### config.mk
export PLATFORM = sky130hd
export DESIGN_NAME = response_router
export DESIGN_NICKNAME = d
export VERILOG_FILES = /design/src/rtl/response_router.sv
export SDC_FILE = /design/constraint.sdc
export NUM_CORES = 1
export LEC_CHECK = 0
export ABC_AREA = 1
export BUFFER_PORTS_ARGS = -buffer_cell sky130_fd_sc_hd__buf_2
export CAP_MARGIN = 20
export CORE_MARGIN = 2
export CORE_UTILIZATION = 52
export DETAILED_ROUTE_END_ITERATION = 16
export MAX_ROUTING_LAYER = met4
export PLACE_DENSITY = 0.79
export SLEW_MARGIN = 40
export SYNTH_ARGS = -nofsm -noshare
export SYNTH_HDL_FRONTEND = slang
export SYNTH_SLANG_ARGS = --single-unit
### constraint.sdc
create_clock -name clk -period 3.69 [get_ports clk]
set_input_delay 0.1845 -clock clk [delete_from_list [all_inputs] [get_ports clk]]
set_output_delay 0.1845 -clock clk [all_outputs]
set_load 0.005 [all_outputs]
### src/rtl/response_router.sv
// rtl/response_router.sv - routes shared-resource responses back to the issuing pipeline
// Per-ID ownership table, per-port response FIFOs and credit stall toward the arbiter.
module response_router #(
  parameter int DATA_W = 8,
  parameter int ID_W   = 3,
  parameter int DEPTH  = 4
) (
  input  logic              clk,
  input  logic              reset,
  input  logic              in_issue_valid,
  input  logic              in_issue_choice,
  input  logic [ID_W-1:0]   in_issue_id,
  input  logic              in_flush_1,
  input  logic              in_flush_2,
  input  logic [ID_W-1:0]   in_flush_id_1,
  input  logic [ID_W-1:0]   in_flush_id_2,
  input  logic [DATA_W-1:0] in_data,
  input  logic [ID_W-1:0]   in_id,
  input  logic              in_valid,
  input  logic              in_ready_1,
  input  logic              in_ready_2,
  output logic [DATA_W-1:0] out_data_1,
  output logic [DATA_W-1:0] out_data_2,
  output logic [ID_W-1:0]   out_id_1,
  output logic [ID_W-1:0]   out_id_2,
  output logic              out_valid_1,
  output logic              out_valid_2,
  output logic              out_credit_stall_1,
  output logic              out_credit_stall_2,
  output logic [2:0]        out_err
);
  localparam int N_ID = 1 << ID_W;
  localparam int PW   = $clog2(DEPTH);
  localparam int CW   = PW + 1;
  localparam int OW   = ID_W + 1;
  localparam int SW   = ((OW > CW) ? OW : CW) + 1;
  localparam int EW   = DATA_W + ID_W;

  logic [N_ID-1:0] r_pending, r_owner, r_cancel;
  logic [EW-1:0]   r_mem [2][DEPTH];
  logic [PW-1:0]   r_wptr [2];
  logic [PW-1:0]   r_rptr [2];
  logic [CW-1:0]   r_count [2];
  logic [OW-1:0]   r_outst [2];
  logic [2:0]      r_err;

  logic [1:0]      w_flush, w_ready, w_flush_hit, w_push, w_pop, w_full, w_acc, w_ovf, w_inc, w_dec;
  logic [1:0]      w_flush_same, w_stall, w_valid;
  logic [ID_W-1:0] w_flush_id [2];
  logic [EW-1:0]   w_head [2];
  logic            w_rsp_hit, w_rsp_own, w_rsp_flushed, w_dup, w_orphan;

  assign w_flush       = {in_flush_2, in_flush_1};
  assign w_ready       = {in_ready_2, in_ready_1};
  assign w_flush_id[0] = in_flush_id_1;
  assign w_flush_id[1] = in_flush_id_2;

  assign w_rsp_hit     = in_valid & r_pending[in_id];
  assign w_rsp_own     = r_owner[in_id];
  assign w_orphan      = in_valid & ~r_pending[in_id];
  assign w_rsp_flushed = |w_flush_same;
  // A re-issue on the ID that is retiring this cycle is a fresh transaction, not a duplicate.
  assign w_dup = in_issue_valid & r_pending[in_issue_id] & ~(w_rsp_hit & (in_id == in_issue_id));

  for (genvar g = 0; g < 2; g++) begin : g_port
    assign w_flush_hit[g]  = w_flush[g] & r_pending[w_flush_id[g]] & (r_owner[w_flush_id[g]] == 1'(g));
    assign w_flush_same[g] = w_flush_hit[g] & (w_flush_id[g] == in_id);
    assign w_push[g]  = w_rsp_hit & ~r_cancel[in_id] & ~w_rsp_flushed & (w_rsp_own == 1'(g));
    assign w_valid[g] = (r_count[g] != '0);
    assign w_pop[g]   = w_valid[g] & w_ready[g];
    assign w_full[g]  = (r_count[g] == CW'(DEPTH));
    assign w_ovf[g]   = w_push[g] & w_full[g] & ~w_pop[g];
    assign w_acc[g]   = w_push[g] & ~w_ovf[g];
    assign w_inc[g]   = in_issue_valid & (in_issue_choice == 1'(g));
    assign w_dec[g]   = w_rsp_hit & (w_rsp_own == 1'(g));
    assign w_head[g]  = w_valid[g] ? r_mem[g][r_rptr[g]] : '0;
    assign w_stall[g] = (SW'(r_count[g]) + SW'(r_outst[g])) >= SW'(DEPTH);
  end

  always_ff @(posedge clk or negedge reset) begin
    if (!reset) begin
      r_pending <= '0;
      r_owner   <= '0;
      r_cancel  <= '0;
      r_err     <= '0;
      for (int n = 0; n < 2; n++) begin
        r_wptr[n]  <= '0;
        r_rptr[n]  <= '0;
        r_count[n] <= '0;
        r_outst[n] <= '0;
      end
    end else begin
      // Later assignments win: response retire, then flush, then issue.
      if (w_rsp_hit) r_pending[in_id] <= 1'b0;
      for (int n = 0; n < 2; n++) begin
        if (w_flush_hit[n] && !(w_rsp_hit && (w_flush_id[n] == in_id)))
          r_cancel[w_flush_id[n]] <= 1'b1;
      end
      if (in_issue_valid) begin
        r_pending[in_issue_id] <= 1'b1;
        r_owner[in_issue_id]   <= in_issue_choice;
        r_cancel[in_issue_id]  <= 1'b0;
      end
      r_err <= r_err | {|w_ovf, w_dup, w_orphan};
      for (int n = 0; n < 2; n++) begin
        if (w_acc[n]) begin
          r_mem[n][r_wptr[n]] <= {in_data, in_id};
          r_wptr[n]           <= r_wptr[n] + 1'b1;
        end
        if (w_pop[n]) r_rptr[n] <= r_rptr[n] + 1'b1;
        r_count[n] <= r_count[n] + CW'(w_acc[n]) - CW'(w_pop[n]);
        r_outst[n] <= r_outst[n] + OW'(w_inc[n]) - OW'(w_dec[n]);
      end
    end
  end

  assign out_valid_1        = w_valid[0];
  assign out_valid_2        = w_valid[1];
  assign out_data_1         = w_head[0][EW-1:ID_W];
  assign out_data_2         = w_head[1][EW-1:ID_W];
  assign out_id_1           = w_head[0][ID_W-1:0];
  assign out_id_2           = w_head[1][ID_W-1:0];
  assign out_credit_stall_1 = w_stall[0];
  assign out_credit_stall_2 = w_stall[1];
  assign out_err            = r_err;
endmodule

==> flow_metrics.env, run 1 <==
export IMPL_start_kind="flip-flop"
export IMPL_wirelength_um=15480
export IMPL_switching_power_uw=2051
export IMPL_nFillCells=1108
export IMPL_min_period_over_period_pct=74.08
export IMPL_fin_crit_ps=2734
export IMPL_clockBufferDepth=2
export IMPL_dieWidth_um=120.7
export IMPL_htree_levels=4
export IMPL_synth_top_area_cell="edfxtp_1"
export IMPL_worstHoldStart="in_data[7]"
export IMPL_path_clk_slew_ps=70
export IMPL_irDropWorstVdd_uv=419.4
export IMPL_async_flop_share_pct=35.77
export IMPL_fin_tns_setup_ps=0
export IMPL_routedWlPerCell_um=15.24
export IMPL_synth_cell_type_count=44
export IMPL_seqPwrFrac_pct=37.2
export IMPL_setup_ws_ps=956.3
export IMPL_drc=0
export IMPL_dieArea_um2=14560
export IMPL_netSwitchingFraction_pct=36.87
export IMPL_setup_viol=0
export IMPL_regArea_um2=3869
export IMPL_path_max_fanout=10
export IMPL_antenna_left=0
export IMPL_multi_input_area_um2=2735
export IMPL_synthTopCellsByArea="edfxtp_1, dfrtp_1, nor2_1"
export IMPL_slew_headroom_pct=60.31
export IMPL_place_gp_congestion=0.9846
export IMPL_leakage_uw=0.003504
export IMPL_synth_area_um2=7078
export IMPL_clock_fmax_ghz=0.3658
export IMPL_synth_top_area_share_pct=37.33
export IMPL_cellInternalPower_uw=3511
export IMPL_critPathArrivalTime_ps=3030
export IMPL_grt_pass1_vias=5171
export IMPL_synth_cells=766
export IMPL_cp_startpoint="r_pending[2]"
export IMPL_antenna_found_initial=0
export IMPL_cts_buffers=17
export IMPL_std_cell_rows=42
export IMPL_rsz0062_at_grt="false"
export IMPL_worstHoldPathCells=1
export IMPL_synth_warnings=0
export IMPL_outcome="completed"
export IMPL_num_vias=5349
export IMPL_critPathKind="reg -> reg"
export IMPL_postCtsSetupBuffers=0
export IMPL_crit_reg2reg_launch="r_pending[2]"
export IMPL_viasPerCell=5.265
export IMPL_hold_viol=0
export IMPL_clockRootBuffer="clkbuf_16"
export IMPL_synth_seq_cells=137
export IMPL_tightest_slew_ps=594.8
export IMPL_synth_enable_flop_cells=88
export IMPL_p_per_area_nw_per_um2=686.2
export IMPL_finalClockSkew_ps=11.03
export IMPL_regToRegSetupSlack_ps=960
export IMPL_r2r_end="r_count[5]"
export IMPL_area_growth_syn_to_layout_pct=14.51
export IMPL_required_ps=3990
export IMPL_finalPower_uw=5562
export IMPL_layout_drive_gt1_share_pct=14.64
export IMPL_min_to="r_mem[0][65]"
export IMPL_initial_core_util_pct=53.45
export IMPL_power_frac_clock_pct=28.6
export IMPL_dpl_worst_slack_ps=705.9
export IMPL_io_pins=58
export IMPL_grt_max_degree=36
export IMPL_hpwl_um=10670
export IMPL_synth_commonest_cells="nor2_1, nand2_1, edfxtp_1, inv_1, o21ai_0"
export IMPL_hold_class="in -> reg"
export IMPL_combPwrFrac_pct=34.2
export IMPL_yosysSeqAreaShare_pct=54.66
export IMPL_end_kind="flip-flop"
export IMPL_grt_first_pass_wirelength_um=25470
export IMPL_nets=888
export IMPL_syn_num_nets=827
export IMPL_io_buffers=57
export IMPL_grt_overflow=0
export IMPL_clock_sinks=137
export IMPL_r2r_cells=14
export IMPL_antenna_cells=0
export IMPL_synth_flop_cell="edfxtp_1"
export IMPL_drt_iter0_drc=576
export IMPL_yosysMostFrequentCell="nor2_1"
export IMPL_cts_tree="built"
export IMPL_coreArea_um2=13240
export IMPL_clock_latency_ps=430
export IMPL_drv_slew=0
export IMPL_cap_viol_max_count=0
export IMPL_syn_avg_cell_area_um2=9.240
export IMPL_grtUsageTotal_pct=23.60
export IMPL_first_pass_iters=4
export IMPL_die_y_um=120.7
final cells by class:
class	instances	share of cell area, %
clock inverter	14	1.621
tap	176	2.717
sequential	137	47.73
clock buffer	18	5.295
inverter	89	4.137
timing repair buffer	70	4.755
multi-input combinational	512	33.74
registers in the layout, indices dropped and copies added (netlist names):
signal,count
r_wptr,4
r_count,6
r_outst,8
r_owner,8
r_rptr,4
r_pending,8
out_err,3
r_mem,88
r_cancel,8
per-stage QoR:
step	area (µm²)	instances	util [%]	hold slack, ps
after floorplan	7078	766	-	-111.1
after global placement	7535	983	56.90	173.3
after detailed placement	7535	983	56.90	177.5
after CTS	8105	1016	61.21	30.11
after global routing	8105	1016	61.21	44.59
final	8105	1016	61.21	41.58
cells in the final DEF (no fill, tap or decap), types with 6 or more instances in the layout:
cell type and count:
clkbuf_16 17, xor2_1 11, nand3_1 36, buf_2 57, nor3_1 8, a21oi_1 25
edfxtp_1 88, fa_1 6, dfrtp_1 49, o21ai_0 72, ha_1 26, inv_1 84
nor2_1 153, nand2_1 118, xnor2_1 7, buf_4 12, nand4_1 11
repair_timing:
item	CTS	global route
setup endpoints to repair	0	0
endpoints found under the hold margin	14	0
gates resized for setup	0	0
hold buffers	1	0
routing by layer:
layer | vias up | track usage [%] | part of all wire [%]
li1 | 2650 | - | -
met1 | 2487 | 29.71 | 43
met2 | 184 | 37.04 | 48
met3 | 28 | 5.472 | 5.8
met4 | 0 | 9.811 | 2.5
met5 | - | - | 0
power by group through the flow:
stage          clock network [µW]  registers [µW]  logic, µW
2_1_floorplan                   0            2020       1370
3_3_place_gp                    0            2100       1840
3_5_place_dp                    0            2100       1910
4_1_cts                      1610            2070       1920
5_1_grt                      1690            2100       2190
6_report                     1590            2070       1900
worst max-delay path, stage by stage (launching register included):
cell	delay [ps]
dfrtp_1	440
or2_1	250
nand3_1	60
nand2_1	50
inv_1	50
nand2_1	80
nand3_1	170
nand2_4	90
nor2_8	210
nand3_2	130
ha_1	290
inv_1	40
ha_1	180
fa_1	380
xor2_1	170
worst max-delay path by stage:
stage,to,slack (ps),cells past startpoint
after floorplan,r_count[5],1270,14
after global placement,r_count[5],820,18
after detailed placement,r_count[5],710,18
after CTS,r_count[5],950,16
after global routing,r_count[5],790,16
final,r_count[5],960,14
kinds of logic after synthesis:
| group | synth area share, % |
|---|---|
| buffers and inverters | 6.699 |
| AOI/OAI and AO/OA | 8.803 |
| xor gates and xnor gates | 2.227 |
| and+or+nand+nor | 21.32 |
| adders and majority gates | 6.293 |
| DFF | 54.66 |
Power figures use the tool's default switching activity.
==> run 2: changes to the inputs <==
clock period = 2.7 ns   (was 3.69 ns; I/O delays follow)
==> run 2 against run 1 <==
Sequential share of layout area is 1.1 points lower. Flip-flop and latch count unchanged. Clock skew is 2.9 ps lower. Final area up 2.3%. Sequential power grew 38%. Setup slack lost 770 ps. First-iteration DRC count down 19%. Clock power up 46%. Worst hold slack got worse by 32 ps. Power is 40% higher. Combinational power rose by 39%. Count of clock-buffer cells in the layout did not move.
==> flow_metrics.env, run 2 (same netlist as run 1, synthesis figures left out) <==
export IMPL_cellInternalPower_uw=4998
export IMPL_min_period_over_period_pct=93.02
export IMPL_slew_headroom_pct=60.75
export IMPL_hold_class="in -> reg"
export IMPL_p_per_area_nw_per_um2=940.6
export IMPL_coreArea_um2=13240
export IMPL_seqPwrFrac_pct=36.5
export IMPL_clock_sinks=137
export IMPL_hold_viol=0
export IMPL_routedWlPerCell_um=15.47
export IMPL_initial_core_util_pct=53.45
export IMPL_path_clk_slew_ps=60
export IMPL_antenna_found_initial=0
export IMPL_final_cell_mix="nor2_1, nand2_1, edfxtp_1"
export IMPL_placement_cell_area_um2=7652
export IMPL_tightest_slew_ps=588.0
export IMPL_required_ps=3000
export IMPL_antenna_left=0
export IMPL_irDropWorstVdd_uv=473.3
export IMPL_setup_viol=0
export IMPL_grt_first_pass_wirelength_um=25920
export IMPL_clock_latency_ps=430
export IMPL_clock_fmax_ghz=0.3982
export IMPL_die_y_um=120.7
export IMPL_end_kind="flip-flop"
export IMPL_cts_buffers=17
export IMPL_clockBufferDepth=2
export IMPL_outcome="completed"
export IMPL_final_util_pct=62.64
export IMPL_grt_max_degree=31
export IMPL_dieArea_um2=14560
export IMPL_grtUsageTotal_pct=24.18
export IMPL_rsz0062_at_grt="true"
export IMPL_critPathKind="reg -> reg"
export IMPL_wirelength_um=15980
export IMPL_htree_levels=4
export IMPL_drc=0
export IMPL_drv_slew=0
export IMPL_viasPerCell=5.338
export IMPL_cts_tree="built"
export IMPL_first_pass_iters=7
export IMPL_critPathArrivalTime_ps=2810
export IMPL_grt_overflow=0
export IMPL_layout_drive_gt1_share_pct=15.99
export IMPL_io_pins=58
export IMPL_fin_crit_ps=2512
export IMPL_nets=905
export IMPL_switching_power_uw=2805
export IMPL_std_cell_rows=42
export IMPL_fin_area_um2=8295
export IMPL_start_kind="flip-flop"
export IMPL_fin_tns_setup_ps=0
export IMPL_place_gp_congestion=0.9772
export IMPL_path_max_fanout=7
export IMPL_grt_pass1_vias=5208
export IMPL_largest_reg_flops=88
export IMPL_area_growth_syn_to_layout_pct=17.20
export IMPL_antenna_cells=0
export IMPL_combPwrFrac_pct=33.8
export IMPL_num_vias=5514
export IMPL_hpwl_um=11030
export IMPL_final_common_cell="nor2_1"
export IMPL_drt_iter0_drc=466
export IMPL_clockRootBuffer="clkbuf_16"
export IMPL_finalClockSkew_ps=8.076
export IMPL_leakage_uw=0.003605
export IMPL_power_frac_clock_pct=29.7
export IMPL_dieWidth_um=120.7
export IMPL_netSwitchingFraction_pct=35.95
export IMPL_cap_viol_max_count=0
export IMPL_finalPower_uw=7803
export IMPL_io_buffers=57
-- run 2: cell types whose count changed in the layout (fill, tap and decap cells not counted), moves of 2 or more --
cell	delta
bufinv_16	+2
buf_4	+14
dlygate4sd3_1	+2
inv_6	+3
clkinv_4	-2
inv_8	-5
-- run 2: power by group through the flow --
stage | logic (µW) | registers, µW | clock network [µW]
5_1_grt | 3040 | 2890 | 2450
2_1_floorplan | 1870 | 2760 | 0
3_3_place_gp | 2530 | 2870 | 0
4_1_cts | 2650 | 2840 | 2350
3_5_place_dp | 2630 | 2880 | 0
6_report | 2640 | 2850 | 2320
-- run 2: final timing paths --
check	startpoint	depth (start not counted)	to	slack, ps
worst max-delay path	r_pending[2]	14	r_count[5]	190
worst min-delay path	in_data[5]	1	r_mem[0][85]	10
worst max register to register	r_pending[2]	14	r_count[5]	190
worst min register to register	out_err[1]	2	out_err[1]	470
max in group asynchronous	reset	3	r_pending[2]	1610
min in group asynchronous	reset	2	r_pending[4]	250
-- run 2: area by class of cell --
cell class,count,area (µm²)
fill,1104,4947
multi-input combinational,512,2748
sequential,137,3869
timing repair buffer,87,530.5
inverter,89,335.3
clock inverter,14,163.9
clock buffer,18,429.2
tap,176,220.2
-- run 2: what timing repair did --
item                       CTS  global route
hold buffers                 2             1
setup endpoints to repair    0             3
gates resized for setup      0             2
hold endpoints to repair    27             7
setup buffers                0             1
-- run 2: critical path, cell delays in order (launching register included) --
cell and delay (ps):
dfrtp_1 420, or2_1 240, nand3_1 70, nand2_1 50
inv_1 40, nand2_1 60, nand3_1 150, nand2_4 90
nor2_8 140, nand3_4 90, ha_1 280, inv_1 40
ha_1 180, fa_1 370, xor2_1 170
-- run 2: metrics by stage --
stage / setup WS (ps) / std cells / hold slack, ps
final: 188.4 / 1033 / 9.958
after global routing: -8.321 / 1033 / 7.689
after CTS: 163.2 / 1031 / 1.672
after detailed placement: 69.45 / 997 / 170.4
after global placement: 132.1 / 997 / 174.0
after floorplan: 283.5 / 766 / -160.6
-- run 2: metal layers --
metal	up-vias	share of wire (%)	global-route usage (%)
met5	-	0	-
li1	2687	-	-
met3	38	6.4	5.755
met1	2579	43	30.49
met4	0	2.4	8.648
met2	210	48	38.45
==> run 3: changes to the inputs <==
PLACE_DENSITY = 0.82   (was 0.79)
clock period = 2.2 ns   (was 2.7 ns; I/O delays follow)
==> run 3 against run 2 <==
The run now ends with setup timing left. Clock power is 22% higher. Final area is 13% higher. Sequential power is 22% higher. Power is 35% higher. Via count is 14% higher. Fmax is 2.2% lower. Combinational power is 59% higher. Worst hold slack better by 13 ps. Non-clock buffer count is 92 higher. Critical path type unchanged. Critical endpoint is now r_count[1].
==> flow_metrics.env, run 3 (same netlist as run 1, synthesis figures left out) <==
export IMPL_hold_class="in -> reg"
export IMPL_hold_viol=0
export IMPL_die_y_um=120.7
export IMPL_largest_reg_flops=88
export IMPL_htree_levels=4
export IMPL_leakage_uw=0.004061
export IMPL_clock_fmax_ghz=0.3894
export IMPL_first_pass_iters=7
export IMPL_antenna_left=0
export IMPL_grtUsageTotal_pct=27.84
export IMPL_irDropWorstVdd_uv=721.2
export IMPL_critical_path_max_stage_delay_ps=540
export IMPL_place_gp_congestion=0.9170
export IMPL_final_util_pct=70.61
export IMPL_grt_first_pass_wirelength_um=30010
export IMPL_rsz0062_at_grt="true"
export IMPL_path_clk_slew_ps=70
export IMPL_outcome="finished, violations left"
export IMPL_drt_iter0_drc=741
export IMPL_viasPerCell=5.579
export IMPL_tightest_slew_ps=649.9
export IMPL_clockRootBuffer="clkbuf_16"
export IMPL_clockBufferDepth=2
export IMPL_std_cell_rows=42
export IMPL_setup_ws_ps=-367.8
export IMPL_fin_crit_ps=2568
export IMPL_initial_core_util_pct=53.45
export IMPL_final_common_cell="nor2_1"
export IMPL_min_period_over_period_pct=116.7
export IMPL_clock_latency_ps=430
export IMPL_area_growth_syn_to_layout_pct=32.10
export IMPL_placement_cell_area_um2=8158
export IMPL_finalClockSkew_ps=10.97
export IMPL_setup_viol=96
export IMPL_io_buffers=57
export IMPL_cts_buffers=17
export IMPL_hpwl_um=12090
export IMPL_violations="setup timing"
export IMPL_wirelength_um=20210
export IMPL_antenna_cells=0
export IMPL_grt_overflow=0
export IMPL_critPathKind="reg -> reg"
export IMPL_grt_max_degree=33
export IMPL_end_kind="flip-flop"
export IMPL_fin_tns_setup_ps=-8631
export IMPL_slew_headroom_pct=56.63
export IMPL_io_pins=58
export IMPL_dieArea_um2=14560
export IMPL_cts_tree="built"
export IMPL_layout_drive_gt1_share_pct=29.19
export IMPL_coreArea_um2=13240
export IMPL_num_vias=6276
export IMPL_dpl_worst_slack_ps=-259.6
export IMPL_p_per_area_nw_per_um2=1125
export IMPL_final_cell_mix="nor2_1, nand2_1, buf_4"
export IMPL_grt_pass1_vias=5997
export IMPL_nets=997
export IMPL_dieWidth_um=120.7
export IMPL_fin_area_um2=9350
export IMPL_worstPathCellList="inv_1, o21ai_0, nand2_1, nand2_1, nand2_1, nand2_1, nand3_2, nor2_4, nor2_8, nand3_4, ha_4, inv_4, ha_4, inv_2, fa_2, inv_2"
export IMPL_start_kind="flip-flop"
export IMPL_critPathArrivalTime_ps=2900
export IMPL_antenna_found_initial=0
export IMPL_path_common_cell="nand2_1"
export IMPL_clock_sinks=137
export IMPL_routedWlPerCell_um=17.96
export IMPL_required_ps=2530
export IMPL_drv_slew=0
export IMPL_cap_viol_max_count=0
export IMPL_crit_slowest_cell="fa_2"
export IMPL_path_max_fanout=4
export IMPL_drc=0
==> run 3: final cells by class <==
cell class                      count  area, µm²
Sequential cell                   137       3871
Clock buffer                       17      425.4
Clock inverter                     15      152.6
Inverter                           89      355.3
Multi-Input combinational cell    512       2989
Tap cell                          176      220.2
Fill cell                         901       3892
Timing Repair Buffer              179       1336
==> run 3: path summary, 6_finish.rpt <==
kind                               from            to  slack [ps]  cells past startpoint
max                        r_pending[4]    r_count[1]        -370                     16
min                            in_valid    out_err[0]          20                      2
max reg2reg                r_pending[4]    r_count[1]        -370                     16
min reg2reg                  out_err[1]    out_err[1]         490                      2
max in group asynchronous         reset  r_pending[3]        1470                      3
min in group asynchronous         reset     r_wptr[0]         340                      3
==> run 3: critical path: cells and delay by family, from the launching register on <==
family,cells,cell delay [ps]
buf+inv,4,210
compound gates,1,270
fa+ha+maj,3,880
simple gates,8,700
flops,1,390
==> run 3: what timing repair did <==
| item | 4_1_cts | 5_1_grt |
|---|---|---|
| endpoints found under the hold margin | 105 | 0 |
| resized for setup | 48 | 65 |
| hold buffers | 8 | 0 |
| setup buffers | 15 | 6 |
| pin swaps | 17 | 19 |
| setup endpoints to repair | 10 | 109 |
| gates cloned | 0 | 6 |
==> run 3: metrics by stage <==
stage | power, µW | hold slack [ps] | std cells
floorplan | 5679 | -185.6 | 766
global placement | 6883 | 250.9 | 1063
detailed placement | 7057 | 246.9 | 1063
CTS | 10140 | 6.052 | 1118
global route | 11120 | 20.03 | 1125
finish | 10520 | 22.64 | 1125
==> run 3: metal layers <==
layer	wire length [µm]	up-vias	GRT usage [%]	part of all wire, %
met5	0	-	-	0
met4	943	0	12.65	4.7
met3	1831	86	6.274	9.1
met2	9867	387	44.56	49
met1	7563	2938	33.92	37
li1	-	2865	-	-
==> run 3: power by group <==
part / switching, µW / leakage (µW) / internal, µW
clock: 1240 / 0.000279 / 1600
combinational: 2410 / 0.00242 / 1790
sequential: 367 / 0.00136 / 3120
total: 4020 / 0.00406 / 6510
